===== src/rtl/ysyx_25030085_pkg.sv =====
// Shared types and constants for the ysyx_25030085 fetch path.
package ysyx_25030085_pkg;

   typedef enum logic [1:0] {
      ST_IDLE = 2'b00,
      ST_REQ  = 2'b01,
      ST_WAIT = 2'b10,
      ST_HOLD = 2'b11
   } ifu_state_e;

   localparam logic [1:0]  FAULT_NONE     = 2'b00;
   localparam logic [1:0]  FAULT_BUS      = 2'b01;
   localparam logic [1:0]  FAULT_MISALIGN = 2'b10;

   localparam logic [31:0] NOP_INST = 32'h0000_0013;
   localparam logic [31:0] RESET_PC = 32'h8000_0000;

   function automatic logic pc_misaligned(input logic [31:0] pc);
      return pc[1:0] != 2'b00;
   endfunction

endpackage


===== src/rtl/ysyx_25030085_ifu_slot.sv =====
// Single-entry registered output slot (pc, inst, fault) toward decode.
module ysyx_25030085_ifu_slot
   import ysyx_25030085_pkg::*;
(
   input  logic        clk_i,
   input  logic        rst_i,
   input  logic        load_i,
   input  logic [31:0] load_pc_i,
   input  logic [31:0] load_inst_i,
   input  logic [1:0]  load_fault_i,
   input  logic        flush_i,
   input  logic        ready_i,
   output logic        valid_o,
   output logic [31:0] pc_o,
   output logic [31:0] inst_o,
   output logic [1:0]  fault_o
);

   logic        valid_q;
   logic [31:0] pc_q;
   logic [31:0] inst_q;
   logic [1:0]  fault_q;

   // A load in the same cycle as a consume or flush wins: the new entry replaces the old.
   always_ff @(posedge clk_i or posedge rst_i) begin
      if (rst_i) begin
         valid_q <= 1'b0;
         pc_q    <= RESET_PC;
         inst_q  <= NOP_INST;
         fault_q <= FAULT_NONE;
      end else if (load_i) begin
         valid_q <= 1'b1;
         pc_q    <= load_pc_i;
         inst_q  <= load_inst_i;
         fault_q <= load_fault_i;
      end else if (flush_i || (valid_q && ready_i)) begin
         valid_q <= 1'b0;
      end
   end

   assign valid_o = valid_q;
   assign pc_o    = pc_q;
   assign inst_o  = inst_q;
   assign fault_o = fault_q;

endmodule


===== src/rtl/ysyx_25030085_ifu.sv =====
// Instruction fetch unit: owns the PC, issues one fetch at a time and hands words to decode.
module ysyx_25030085_ifu
   import ysyx_25030085_pkg::*;
(
   input  logic        clk,
   input  logic        rst,
   output logic        imem_req_valid,
   input  logic        imem_req_ready,
   output logic [31:0] imem_req_addr,
   input  logic        imem_rsp_valid,
   input  logic [31:0] imem_rsp_data,
   input  logic        imem_rsp_err,
   input  logic        redirect_valid,
   input  logic [31:0] redirect_pc,
   output logic        out_valid,
   input  logic        out_ready,
   output logic [31:0] out_pc,
   output logic [31:0] out_inst,
   output logic [1:0]  out_fault
);

   ifu_state_e  state_q, state_d;
   logic [31:0] pc_q, pc_d;
   logic        kill_q, kill_d;
   logic        pend_q, pend_d;
   logic [31:0] pend_pc_q, pend_pc_d;
   logic        req_valid_q, req_valid_d;
   logic [31:0] req_addr_q, req_addr_d;

   logic        launch;
   logic [31:0] launch_pc;
   logic        slot_load, slot_flush;
   logic [31:0] slot_pc, slot_inst;
   logic [1:0]  slot_fault;

   always_comb begin
      state_d     = state_q;
      pc_d        = pc_q;
      kill_d      = kill_q;
      pend_d      = pend_q;
      pend_pc_d   = pend_pc_q;
      req_valid_d = req_valid_q;
      req_addr_d  = req_addr_q;
      launch      = 1'b0;
      launch_pc   = pc_q;
      slot_load   = 1'b0;
      slot_flush  = 1'b0;
      slot_pc     = pc_q;
      slot_inst   = NOP_INST;
      slot_fault  = FAULT_NONE;

      case (state_q)
         ST_IDLE: begin
            launch    = 1'b1;
            launch_pc = redirect_valid ? redirect_pc : pc_q;
         end
         ST_REQ: begin
            if (imem_req_ready) begin
               state_d     = ST_WAIT;
               req_valid_d = 1'b0;
               // The accepted request is stale if any redirect arrived while it was posted.
               if (redirect_valid) begin
                  pc_d   = redirect_pc;
                  kill_d = 1'b1;
                  pend_d = 1'b0;
               end else if (pend_q) begin
                  pc_d   = pend_pc_q;
                  kill_d = 1'b1;
                  pend_d = 1'b0;
               end
            end else if (redirect_valid) begin
               pend_d    = 1'b1;
               pend_pc_d = redirect_pc;
            end
         end
         ST_WAIT: begin
            if (imem_rsp_valid) begin
               if (kill_q || redirect_valid) begin
                  kill_d    = 1'b0;
                  launch    = 1'b1;
                  launch_pc = redirect_valid ? redirect_pc : pc_q;
               end else begin
                  slot_load  = 1'b1;
                  slot_pc    = pc_q;
                  slot_inst  = imem_rsp_err ? NOP_INST : imem_rsp_data;
                  slot_fault = imem_rsp_err ? FAULT_BUS : FAULT_NONE;
                  state_d    = ST_HOLD;
               end
            end else if (redirect_valid) begin
               pc_d   = redirect_pc;
               kill_d = 1'b1;
            end
         end
         ST_HOLD: begin
            if (redirect_valid) begin
               slot_flush = 1'b1;
               launch     = 1'b1;
               launch_pc  = redirect_pc;
            end else if (out_valid && out_ready) begin
               launch    = 1'b1;
               launch_pc = pc_q + 32'd4;
            end
         end
         default: state_d = ST_IDLE;
      endcase

      // A misaligned target never reaches the bus; it becomes a fault slot instead.
      if (launch) begin
         pc_d = launch_pc;
         if (pc_misaligned(launch_pc)) begin
            state_d     = ST_HOLD;
            req_valid_d = 1'b0;
            slot_load   = 1'b1;
            slot_pc     = launch_pc;
            slot_inst   = NOP_INST;
            slot_fault  = FAULT_MISALIGN;
         end else begin
            state_d     = ST_REQ;
            req_valid_d = 1'b1;
            req_addr_d  = launch_pc;
         end
      end
   end

   always_ff @(posedge clk or posedge rst) begin
      if (rst) begin
         state_q     <= ST_IDLE;
         pc_q        <= RESET_PC;
         kill_q      <= 1'b0;
         pend_q      <= 1'b0;
         pend_pc_q   <= '0;
         req_valid_q <= 1'b0;
         req_addr_q  <= RESET_PC;
      end else begin
         state_q     <= state_d;
         pc_q        <= pc_d;
         kill_q      <= kill_d;
         pend_q      <= pend_d;
         pend_pc_q   <= pend_pc_d;
         req_valid_q <= req_valid_d;
         req_addr_q  <= req_addr_d;
      end
   end

   assign imem_req_valid = req_valid_q;
   assign imem_req_addr  = req_addr_q;

   ysyx_25030085_ifu_slot u_slot (
      .clk_i        (clk),
      .rst_i        (rst),
      .load_i       (slot_load),
      .load_pc_i    (slot_pc),
      .load_inst_i  (slot_inst),
      .load_fault_i (slot_fault),
      .flush_i      (slot_flush),
      .ready_i      (out_ready),
      .valid_o      (out_valid),
      .pc_o         (out_pc),
      .inst_o       (out_inst),
      .fault_o      (out_fault)
   );

endmodule


===== config.mk =====
export PLATFORM = sky130hd
export DESIGN_NAME = ysyx_25030085_ifu
export DESIGN_NICKNAME = d
export VERILOG_FILES = /design/src/rtl/ysyx_25030085_pkg.sv /design/src/rtl/ysyx_25030085_ifu_slot.sv /design/src/rtl/ysyx_25030085_ifu.sv
export SDC_FILE = /design/constraint.sdc
export NUM_CORES = 1
export LEC_CHECK = 0
export CAP_MARGIN = 20
export CELL_PAD_IN_SITES_DETAIL_PLACEMENT = 0
export CELL_PAD_IN_SITES_GLOBAL_PLACEMENT = 1
export CORE_MARGIN = 4
export CORE_UTILIZATION = 44
export CTS_CLUSTER_SIZE = 30
export DETAILED_ROUTE_END_ITERATION = 10
export GPL_ROUTABILITY_DRIVEN = 0
export PLACE_DENSITY = 0.93
export SYNTH_ARGS = -nofsm -noshare
export SYNTH_HDL_FRONTEND = slang
export SYNTH_SLANG_ARGS = --single-unit

===== constraint.sdc =====
create_clock -name clk -period 14.3 [get_ports clk]
set_input_delay 4.29 -clock clk [delete_from_list [all_inputs] [get_ports clk]]
set_output_delay 4.29 -clock clk [all_outputs]
set_load 0.02 [all_outputs]

# Word-level counts from Yosys, hierarchy flattened
# Cells that the tools add are included.
[word_totals] register_bits=168 in_bits=71 output_inout_bits=100 elab_cells=102
[op_classes] add_sub_neg=1 eq_ne=12 muxes=58 n_bitwise=2 n_reduce_logical=18
[ops] cell="$mux W32" count=18
[ops] cell="$pmux W32 S3" count=1
[ops] cell="$pmux W32 S2" count=1
[ops] cell="$add A32 B3 Y32 const B" count=1
[ops] cell="$mux W1" count=28
[ops] cell="$ne A3 B3 Y1 const B" count=7
[ops] cell="$mux W2" count=7
[ops] cell="$reduce_bool A2 Y1" count=6
[ops] cell="$reduce_and A4 Y1" count=2
[ops] cell="$reduce_and A2 Y1" count=3
[ops] cell="$reduce_and A5 Y1" count=1
[ops] cell="$eq A2 B2 Y1 const B" count=2
[ops] cell="$ne A4 B4 Y1 const B" count=1
[ops] cell="$pmux W2 S2" count=1
[ops] cell="$pmux W1 S3" count=1
[ops] cell="$reduce_and A3 Y1" count=1
[ops] cell="$reduce_bool A3 Y1" count=1
[ops] cell="$eq A2 B1 Y1 const B" count=1
[ops] cell="$logic_not A2 Y1" count=1
[ops] cell="$logic_or A1 B1 Y1" count=2
[ops] cell="$ne A2 B2 Y1 const B" count=1
[ops] cell="$not A1 Y1" count=2
[ops] cell="$pmux W1 S2" count=1
[ops] cell="$logic_and A1 B1 Y1" count=1

# Logic depth before layout (Yosys ltp)
# Gate-level depths: netlist (run 1).
[logic_depth] word_depth=8 ltp_mapped=10 ltp_nobuf=7

# Cells and area by module
# From an unflattened synthesis (run 1), not the netlist that was laid out.
[hier_totals] hier_cells=1091 hier_area_um2=9930.8
[modules_own_cells] module="ysyx_25030085_ifu" n_inst=1 cells_per_inst=948 area_per_inst_um2=7323.3
[modules_own_cells] module="ysyx_25030085_ifu_slot" n_inst=1 cells_per_inst=143 area_per_inst_um2=2607.5

# Worst setup path before layout (run 1)
# No wires, ideal clock.
[synth_path] path_type="input -> register" start="input port out_ready" end="register u_slot.pc_q[30] (netlist: u_slot.pc_o[30])" setup_ns=0.149 arrival_time_ns=6.076 t_required_ns=14.151 setup_slack_ns=8.074 cell_stages=7 path_buffers=1 path_cell_list="buf_2 nand4_2 or4_1 nor3b_1 xor2_1 a221oi_1 o221ai_1"
[synth_via] elab_chain_len=7 elab_cells_between_ends=12 cone_classes="mux: 10; reduce/logical: 2"
[synth_lines] element="from (decl)" line="ysyx_25030085_ifu.sv:16" rtl="input logic out_ready,"
[synth_lines] element="$logic_and A1 B1 Y1 *" line="ysyx_25030085_ifu.sv:99" rtl="end else if (out_valid && out_ready) begin"
[synth_lines] element="$mux W32" line="ysyx_25030085_ifu.sv:99"
[synth_lines] element="$mux W32" line="ysyx_25030085_ifu.sv:95" rtl="if (redirect_valid) begin"
[synth_lines] element="$pmux W32 S3" line="ysyx_25030085_ifu.sv:52" rtl="case (state_q)"
[synth_lines] element="$reduce_bool A2 Y1" line="ysyx_25030085_pkg.sv:19" rtl="return pc[1:0] != 2'b00;"
[synth_lines] element="$mux W32 or $mux W1 (tied branches)" line="ysyx_25030085_ifu.sv:110" rtl="if (pc_misaligned(launch_pc)) begin"
[synth_lines] element="$mux W32 or $mux W1 (tied branches)" line="ysyx_25030085_ifu.sv:108" rtl="if (launch) begin"
[synth_lines] element="to (signal assigned)" line="ysyx_25030085_ifu_slot.sv:33" rtl="pc_q <= load_pc_i;"
[synth_lines] element="to (decl)" line="ysyx_25030085_ifu_slot.sv:20" rtl="logic [31:0] pc_q;"
# Every way passes the cells marked *; elsewhere a longest branch is shown, timed or not.
# A chain may end at the register's enable or synchronous reset.

# Worst setup path after layout (run 1)
[layout_path] start="input port imem_rsp_valid" end="register req_addr_q[29] (netlist: imem_req_addr[29])"
[layout_via] elab_chain_len=5 elab_cells_between_ends=7 cone_classes="mux: 4; bitwise: 1; reduce/logical: 2"
[layout_lines] element="from (decl)" line="ysyx_25030085_ifu.sv:10" rtl="input logic imem_rsp_valid,"
[layout_lines] element="$mux W32" line="ysyx_25030085_ifu.sv:77" rtl="if (imem_rsp_valid) begin"
[layout_lines] element="$pmux W32 S3" line="ysyx_25030085_ifu.sv:52"
[layout_lines] element="$reduce_bool A2 Y1" line="ysyx_25030085_pkg.sv:19"
[layout_lines] element="$not A1 Y1 (no source line)"
[layout_lines] element="$reduce_and A2 Y1 (no source line)"
[layout_lines] element="to (signal assigned)" line="ysyx_25030085_ifu.sv:141" rtl="req_addr_q <= req_addr_d;"
[layout_lines] element="to (decl)" line="ysyx_25030085_ifu.sv:28" rtl="logic [31:0] req_addr_q, req_addr_d;"
# Several ways; a longest one is shown, not always the timed one.

==> impl_metrics.json, run 1 <==
{
  "p_clk_share_pct": 17.1,
  "hold_class": "flop to flop",
  "drt_iter0_drc": 1163,
  "via_per_inst": 6.295,
  "nFillCells": 1854,
  "critical_path_required_ns": 14.62,
  "seqCellArea_mm2": 0.004212,
  "synth_area_per_cell_um2": 9.347,
  "power_density_mw_per_mm2": 235.0,
  "cts_tree": "yes",
  "ys.flop_type": "dfrtp_1",
  "cts_buffer_depth": 2,
  "grtUsageTotal_pct": 25.92,
  "max_freq_mhz": 136.9,
  "grt_max_degree": 115,
  "dieArea_mm2": 0.02395,
  "switching_share_pct": 45.03,
  "area_delta_synth_final_pct": 25.91,
  "worstMarginPinSlew_ns": 0.9718,
  "postSynth.asyncResetShare_pct": 100.0,
  "dpl.hpwl_um": 20500,
  "numPortBuffers": 170,
  "fin_cells": 1413,
  "grt_setup_unrepaired": "no",
  "internal-power_w": 0.001542,
  "synth_edf_count": 0,
  "start_util_pct": 44.94,
  "clk_pin_slew_ns": 0.07,
  "grt_pass1_vias": 8741,
  "maxSlewViolCount": 0,
  "skew_ns": 0.01463,
  "drive_above_1_share_pct": 12.13,
  "final_hold_viol_count": 0,
  "p_total_w": 0.002805,
  "ys_ff_latch": 168,
  "yosysUniqueCellTypes": 71,
  "diodes": 0,
  "wl_um": 30890,
  "slowest_stage": "clkdlybuf4s50_1",
  "firstDrtPassIters": 6,
  "cts_setup_buffers": 0,
  "multiInputGateArea_mm2": 0.004798,
  "synth_warnings": 0,
  "synth_seq_area_share_pct": 44.44,
  "drv_cap": 0,
  "peakVddDrop_mv": 0.1475,
  "finalCriticalPeriod_ns": 7.304,
  "endpoint_kind": "flop",
  "pwr-share-comb_pct": 51.2,
  "antenna_found_initial": 0,
  "die_y_um": 154.8,
  "critPathMaxStageDelay_ns": 0.79,
  "placedCellCount": 1379,
  "cts_max_level": 4,
  "cp.buffers_inverters": 2,
  "ant_nets": 0,
  "cp-start-kind": "primary input",
  "p_leak_nw": 4.927,
  "cp_top_family": "buffers and inverters",
  "seq_power_share_pct": 31.8,
  "finalCritPeriodShare_pct": 51.08,
  "path_max_fanout": 31,
  "wl_per_cell_um": 21.86,
  "vias": 8895,
  "core_area_mm2": 0.02109,
  "die_w_um": 154.8,
  "crit_arrival_ns": 7.63,
  "grt_pass1_wl_um": 49510,
  "power_switching_w": 0.001263,
  "drcViolationCount": 0,
  "cp_cell_sequence": "clkdlybuf4s50_1 > nand2b_1 > o221ai_1 > nand2_1 > nor3_4 > buf_4 > mux2_2",
  "nets": 1197,
  "cts_resized": 0,
  "relSlewSlack_pct": 35.18,
  "finalSetupViolations": 0,
  "rows": 53,
  "clkSinkCount": 168,
  "ctsRootBufferMaster": "clkbuf_16",
  "syn_nets": 1086,
  "grt-ovfl-total": 0,
  "criticalPathCategory": "primary input to flop",
  "numCtsBuffers": 17,
  "fin_setup_tns_ns": 0,
  "synth_cells": 1014,
  "boundaryPins": 171,
  "insertion_delay_ns": 0.44,
  "status": "complete, no violations",
  "timing.hold.ws_ns": 0.4930,
  "ctsHoldBuffers": 0,
  "syn-cell-area_mm2": 0.009478
}
[power groups by stage]
stage	sequential [W]	clock, W	combinational, W
2_1_floorplan	0.000897	0	0.000887
3_3_place_gp	0.000883	0	0.00138
3_5_place_dp	0.000889	0	0.00142
4_1_cts	0.000883	0.000486	0.00143
5_1_grt	0.000918	0.000505	0.00155
6_report	0.000891	0.000478	0.00144
[placed cells by master, fill, tap and decap left out, types with 14 or more instances in the layout]
cell / instances
a21oi_1: 56
a221o_1: 32
a22o_1: 31
a31oi_1: 18
and3_1: 16
buf_4: 16
clkbuf_16: 17
clkdlybuf4s50_1: 169
dfrtp_1: 162
inv_1: 24
mux2_2: 60
mux2i_1: 26
nand2_1: 117
nand2b_1: 14
nand3_1: 35
nand4_1: 17
nor2_1: 56
nor2b_1: 22
nor3_1: 14
o21ai_0: 50
[layout make-up]
class | count | area share [%]
clock buffer | 17 | 3.565
clock inverter | 15 | 1.478
inverter | 25 | 0.8283
multi-input combinational | 724 | 40.21
sequential | 168 | 35.29
tap | 275 | 2.883
timing repair buffer | 189 | 15.75
[synth_stat cells, drive strengths merged (5+ instances only)]
cell	count	area share, %
dfstp	6	1.7
nor4	11	0.88
o31ai	5	0.40
and2	11	0.73
a211oi	7	0.55
o21ai	53	2.8
nor2b	24	1.6
buf	38	1.9
nand2b	14	0.92
a22oi	6	0.48
nor3	16	0.90
o211ai	8	0.63
nand4	19	1.5
o221ai	11	1.0
o22a	5	0.46
mux2i	26	2.7
a21oi	56	3.0
and3	17	1.1
a221o	32	3.4
a22o	31	2.9
clkbuf	59	2.3
a31oi	18	1.2
nand2	117	4.6
nor2	58	2.3
o2111ai	6	0.55
a221oi	7	0.65
o22ai	10	0.66
dfrtp	162	43
and4	9	0.83
nand3	35	1.8
mux2	60	7.1
inv	25	0.99
a21o	6	0.48
[sequential cells by signal, summed over array words and instances, names as in the netlist]
register	count
kill_q	1
state_q	2
imem_req_addr	32
u_slot.pc_o	32
pend_q	1
imem_req_valid	1
u_slot.fault_o	2
pc_q	32
u_slot.inst_o	32
u_slot.valid_o	1
pend_pc_q	32
[logic make-up (layout without fill, tap and decap cells)]
group | Yosys count | count (layout) | share of synthesized area, %
AOI/OAI and AO/OA | 286 | 286 | 21.37
xor gates and xnor gates | 4 | 4 | 0.3697
muxes | 86 | 86 | 9.875
DFF | 168 | 168 | 44.44
buffers and inverters | 122 | 246 | 5.281
adders and majority gates | 1 | 1 | 0.1320
and+or+nand+nor | 347 | 347 | 18.53
[metal layers]
metal  track usage, %  part of all wire [%]  up-vias
met2            41.49                    47      489
met3            6.212                   8.6       71
li1                 -                     -     3977
met5                0                     0        -
met1            34.81                    41     4358
met4            8.537                   2.7        0
[final timing paths]
path,slack [ns],cells past startpoint,to,startpoint
setup / recovery,7.00,7,imem_req_addr[29],imem_rsp_valid
hold / removal,0.49,2,u_slot.fault_o[1],u_slot.fault_o[1]
setup reg to reg,10.51,7,pc_q[19],state_q[1]
hold reg to reg,0.49,2,u_slot.fault_o[1],u_slot.fault_o[1]
max in group asynchronous,9.09,3,u_slot.pc_o[19],rst
min in group asynchronous,4.19,2,u_slot.inst_o[25],rst
[stage by stage]
step | worst slack (ns) | area, µm² | util (%)
final | 6.996 | 11930 | 56.59
after global routing | 6.850 | 11930 | 56.59
after CTS | 7.040 | 11890 | 56.39
after detailed placement | 6.576 | 11290 | 53.54
after global placement | 6.744 | 11270 | 53.44
after floorplan | 5.473 | 9478 | -
[worst register-to-register path: cells and delay by family, from the launching register on]
kind / cells / cell delay [ns]
simple gates: 3 / 1.75
compound gates: 2 / 0.92
flops: 1 / 0.33
buf+inv: 2 / 0.67
No activity file was read; power rests on OpenSTA's default activity.
==> run 2, diff against run 1 <==
Settings changed: CORE_UTILIZATION 44 to 37, PLACE_DENSITY 0.93 to 0.84.
Clock period 14.3 ns to 6 ns, I/O delays scaled along.
==> run 2 against run 1 <==
Global-route usage shrank 3.7 points. Critical path depth decreased by 1. Via count is 0.42% lower. Die area rose by 18%. Largest cell class unchanged. Setup slack worse by 5.4 ns. First-iteration DRC count shrank 17%.
==> impl_metrics.json, run 2 (same netlist as run 1, synthesis figures left out) <==
{
  "final_cell_mix": "169 x clkdlybuf4s50_1, 162 x dfrtp_1, 117 x nand2_1",
  "grt_pass1_wl_um": 49800,
  "area_delta_synth_final_pct": 27.25,
  "die_y_um": 168.1,
  "maxSlewViolCount": 0,
  "final_hold_viol_count": 0,
  "numCtsBuffers": 17,
  "max_freq_mhz": 226.8,
  "endpoint_kind": "flop",
  "clkSinkCount": 168,
  "drt_iter0_drc": 971,
  "dieArea_mm2": 0.02824,
  "core_area_mm2": 0.02518,
  "slowest_stage": "a21oi_1",
  "power_switching_w": 0.003051,
  "finalCriticalPeriod_ns": 4.409,
  "cts_max_level": 4,
  "boundaryPins": 171,
  "critPathMaxStageDelay_ns": 1.01,
  "finalSetupViolations": 0,
  "via_per_inst": 6.009,
  "cp-start-kind": "primary input",
  "p_leak_nw": 4.967,
  "fin_setup_tns_ns": 0,
  "numPortBuffers": 170,
  "drive_above_1_share_pct": 12.50,
  "timing.hold.ws_ns": 0.5001,
  "clk_pin_slew_ns": 0.07,
  "status": "complete, no violations",
  "drv_cap": 0,
  "p_clk_share_pct": 16.7,
  "ctsHoldBuffers": 0,
  "wl_um": 32010,
  "grt_setup_unrepaired": "no",
  "ctsRootBufferMaster": "clkbuf_16",
  "cts_buffer_depth": 2,
  "peakVddDrop_mv": 0.2647,
  "cts_resized": 0,
  "power_density_mw_per_mm2": 557.7,
  "vias": 8858,
  "finalCritPeriodShare_pct": 73.48,
  "switching_share_pct": 45.37,
  "cts_tree": "yes",
  "grt_max_degree": 169,
  "nets": 1203,
  "wl_per_cell_um": 21.72,
  "worstMarginPinSlew_ns": 1.167,
  "skew_ns": 0.009608,
  "ant_nets": 0,
  "cts_setup_buffers": 0,
  "insertion_delay_ns": 0.44,
  "criticalPathCategory": "primary input to flop",
  "rows": 58,
  "pwr-share-comb_pct": 51.3,
  "dpl.hpwl_um": 21510,
  "crit_arrival_ns": 4.74,
  "grtUsageTotal_pct": 22.17,
  "antenna_found_initial": 0,
  "start_util_pct": 37.64,
  "firstDrtPassIters": 8,
  "diodes": 0,
  "internal-power_w": 0.003674,
  "seq_power_share_pct": 31.9,
  "layout_commonest_cell": "clkdlybuf4s50_1",
  "hold_class": "flop to flop",
  "cp_cell_sequence": "clkdlybuf4s50_1 > and3_1 > a21oi_1 > buf_4 > o31ai_1 > o22a_1",
  "drcViolationCount": 0,
  "relSlewSlack_pct": 22.18,
  "nFillCells": 2349,
  "path_max_fanout": 16,
  "die_w_um": 168.1,
  "grt-ovfl-total": 0,
  "critical_path_required_ns": 6.33,
  "grt_pass1_vias": 8327
}
==> run 2: cell types whose count changed in the layout (fill, tap and decap cells not counted), moves of 2 or more <==
cell        before  now
buf_4           16   20
clkinvlp_4       3    1
inv_6            5    3
clkinv_4         0    3
buf_12           1    5
==> run 2: area by class of cell <==
cell class / count / area, µm² / share of cell area [%]
inverter: 25 / 97.59 / 0.8092
clock buffer: 17 / 425.4 / 3.527
multi-input combinational: 724 / 4797 / 39.78
sequential: 168 / 4212 / 34.92
tap: 330 / 412.9 / 3.424
clock inverter: 15 / 168.9 / 1.401
timing repair buffer: 195 / 1947 / 16.14
==> run 2: layer usage <==
layer | routed length (µm) | up-vias | global-route usage (%)
met4 | 802 | 0 | 7.092
met2 | 15110 | 447 | 35.27
li1 | - | 3992 | -
met3 | 2434 | 61 | 4.203
met1 | 13660 | 4358 | 30.69
met5 | 0 | - | 0
==> run 2: power by group through the flow <==
stage | clock network (W) | logic (W) | registers (W)
floorplan | 0 | 0.00211 | 0.00214
global placement | 0 | 0.00338 | 0.00214
detailed placement | 0 | 0.00343 | 0.00215
CTS | 0.00115 | 0.00344 | 0.00213
global route | 0.00119 | 0.00371 | 0.00221
finish | 0.00112 | 0.00345 | 0.00215
==> run 2: critical path: cells and delay by family <==
family / cells / cell delay (ns)
AOI/OAI and AO/OA: 3 / 1.29
buffers and inverters: 2 / 1.09
and+or+nand+nor: 1 / 0.55
==> run 2: final timing paths <==
check                             startpoint                end  slack (ns)  depth (start not counted)
setup / recovery              imem_rsp_valid            pc_q[4]        1.59                          6
hold / removal             u_slot.fault_o[1]  u_slot.fault_o[1]        0.50                          2
setup reg to reg                  state_q[1]            pc_q[5]        2.24                          7
hold reg to reg            u_slot.fault_o[1]  u_slot.fault_o[1]        0.50                          2
max in group asynchronous                rst            pc_q[7]        3.34                          3
min in group asynchronous                rst  u_slot.inst_o[31]        2.00                          3
==> run 2: per-stage QoR <==
stage                     total power, W  instances  instance area, µm²  util [%]  worst slack, ns
after detailed placement        0.005584       1442               11470     45.53            1.209
after floorplan                 0.004252       1014                9482         -            2.064
after global placement          0.005520       1442               11470     45.53            1.267
final                           0.006726       1474               12060     47.89            1.591
after CTS                       0.006728       1474               12060     47.89            1.664
after global routing            0.007119       1474               12060     47.89            1.527
==> run 3, diff against run 2 <==
Clock period 6 ns to 4 ns, I/O delays scaled along.
==> run 3 against run 2 <==
Final cell count rose by 2.3%. Cell area increased by 2.3%. Utilization up 1.1 points. Global-route usage is 0.57 points higher. Die area is the same. Register-to-register slack worse by 1.4 ns. Clock power up 61%. Sequential power up 47%.
==> impl_metrics.json, run 3 (same netlist as run 1, synthesis figures left out) <==
{
  "p_total_w": 0.01035,
  "grt_pass1_wl_um": 51240,
  "worstHoldEndpoint": "u_slot.fault_o[1]",
  "final_hold_viol_count": 0,
  "p_clk_share_pct": 17.4,
  "hold_class": "flop to flop",
  "nFillCells": 2319,
  "drv_cap": 0,
  "final_cell_mix": "169 x clkdlybuf4s50_1, 162 x dfrtp_1, 117 x nand2_1",
  "switching_share_pct": 44.02,
  "status": "complete, no violations",
  "insertion_delay_ns": 0.43,
  "reg2reg_slack_ns": 0.82,
  "cp-start-kind": "primary input",
  "via_per_inst": 5.912,
  "hold_path_depth": 2,
  "cts_tree": "yes",
  "vias": 8915,
  "r2r-start": "state_q[1]",
  "dr.max_layer_used": "met4",
  "path_max_fanout": 5,
  "fin_area_mm2": 0.01233,
  "diodes": 0,
  "fin_setup_tns_ns": 0,
  "p_leak_nw": 5.132,
  "clk_pin_slew_ns": 0.07,
  "endpoint_kind": "flop",
  "peakVddDrop_mv": 0.3281,
  "layout_commonest_cell": "clkdlybuf4s50_1",
  "met3_length_um": 2470,
  "relSlewSlack_pct": 31.63,
  "grt_setup_unrepaired": "no",
  "start_util_pct": 37.64,
  "numPortBuffers": 170,
  "grtUsageTotal_pct": 22.74,
  "skew_ns": 0.01383,
  "wl_um": 32650,
  "ctsRootBufferMaster": "clkbuf_16",
  "timing.rr.end": "u_slot.pc_o[22]",
  "ctsHoldBuffers": 0,
  "finalCriticalPeriod_ns": 3.517,
  "antenna_found_initial": 0,
  "internal-power_w": 0.005794,
  "ant_nets": 0,
  "dpl.hpwl_um": 23010,
  "max_freq_mhz": 284.3,
  "hp-start": "u_slot.fault_o[1]",
  "wl_met1_um": 13880,
  "cts_resized": 0,
  "firstDrtPassIters": 6,
  "worstMarginPinSlew_ns": 1.025,
  "die_w_um": 168.1,
  "core_area_mm2": 0.02518,
  "crit_arrival_ns": 3.89,
  "drt_iter0_drc": 917,
  "dpl_cell_area_mm2": 0.01170,
  "die_y_um": 168.1,
  "cts_buffer_depth": 2,
  "numCtsBuffers": 17,
  "power_density_mw_per_mm2": 839.1,
  "nets": 1237,
  "pwr-share-comb_pct": 52.0,
  "finalSetupViolations": 0,
  "drcViolationCount": 0,
  "grt_max_degree": 48,
  "wl_met2_um": 15370,
  "critical_path_required_ns": 4.37,
  "criticalPathCategory": "primary input to flop",
  "reg2reg_depth": 6,
  "power_switching_w": 0.004556,
  "clkSinkCount": 168,
  "grt_pass1_vias": 8884,
  "grt-ovfl-total": 0,
  "cts_setup_buffers": 0,
  "boundaryPins": 171,
  "maxSlewViolCount": 0,
  "rows": 58,
  "dieArea_mm2": 0.02824,
  "seq_power_share_pct": 30.6,
  "area_delta_synth_final_pct": 30.14,
  "wl_per_cell_um": 21.65,
  "cts_max_level": 4,
  "finalCritPeriodShare_pct": 87.92,
  "drive_above_1_share_pct": 14.94
}
==> run 3: how the worst max path moves through the flow <==
stage                        to       from
6_report        u_slot.pc_o[22]  out_ready
5_1_grt         u_slot.pc_o[22]  out_ready
4_1_cts         u_slot.pc_o[22]  out_ready
3_5_place_dp    u_slot.pc_o[22]  out_ready
3_3_place_gp    u_slot.pc_o[22]  out_ready
2_1_floorplan  imem_req_addr[0]        rst
==> run 3: power by group through the flow <==
| stage | Combinational [W] | Clock, W | Sequential, W |
|---|---|---|---|
| 6_report | 0.00538 | 0.00180 | 0.00317 |
| 5_1_grt | 0.00582 | 0.00190 | 0.00328 |
| 4_1_cts | 0.00537 | 0.00184 | 0.00316 |
| 3_5_place_dp | 0.00535 | 0 | 0.00318 |
| 3_3_place_gp | 0.00525 | 0 | 0.00317 |
| 2_1_floorplan | 0.00317 | 0 | 0.00321 |
==> run 3: layout make-up <==
type | instances | area (µm²) | area share (%)
clock buffer | 17 | 425.4 | 3.449
clock inverter | 15 | 207.7 | 1.684
inverter | 25 | 97.59 | 0.7912
multi-input combinational | 724 | 4790 | 38.83
sequential | 168 | 4212 | 34.14
tap | 330 | 412.9 | 3.348
timing repair buffer | 229 | 2190 | 17.75
==> run 3: critical path: stages <==
cell and delay [ns]:
clkdlybuf4s50_1 0.56, nand4_2 0.12, buf_4 0.19, nor4_1 0.53, nand2_1 0.11, o41ai_1 0.78
nor2b_1 0.27, a221o_1 0.13
==> run 3: stage by stage <==
| step | hold slack, ns | setup slack (ns) | utilization [%] | cells |
|---|---|---|---|---|
| after floorplan | 0.4750 | 0.6642 | - | 1014 |
| after global placement | 0.4646 | 0.2145 | 46.47 | 1476 |
| after detailed placement | 0.4794 | 0.1779 | 46.47 | 1476 |
| after CTS | 0.4967 | 0.6252 | 48.98 | 1508 |
| after global routing | 0.5114 | 0.5092 | 48.98 | 1508 |
| final | 0.4914 | 0.4832 | 48.98 | 1508 |
==> run 3: routing by layer <==
layer	GRT usage, %	up-vias
met4	7.481	0
met1	30.55	4397
li1	-	4066
met5	0	-
met3	5.048	60
met2	36.64	392
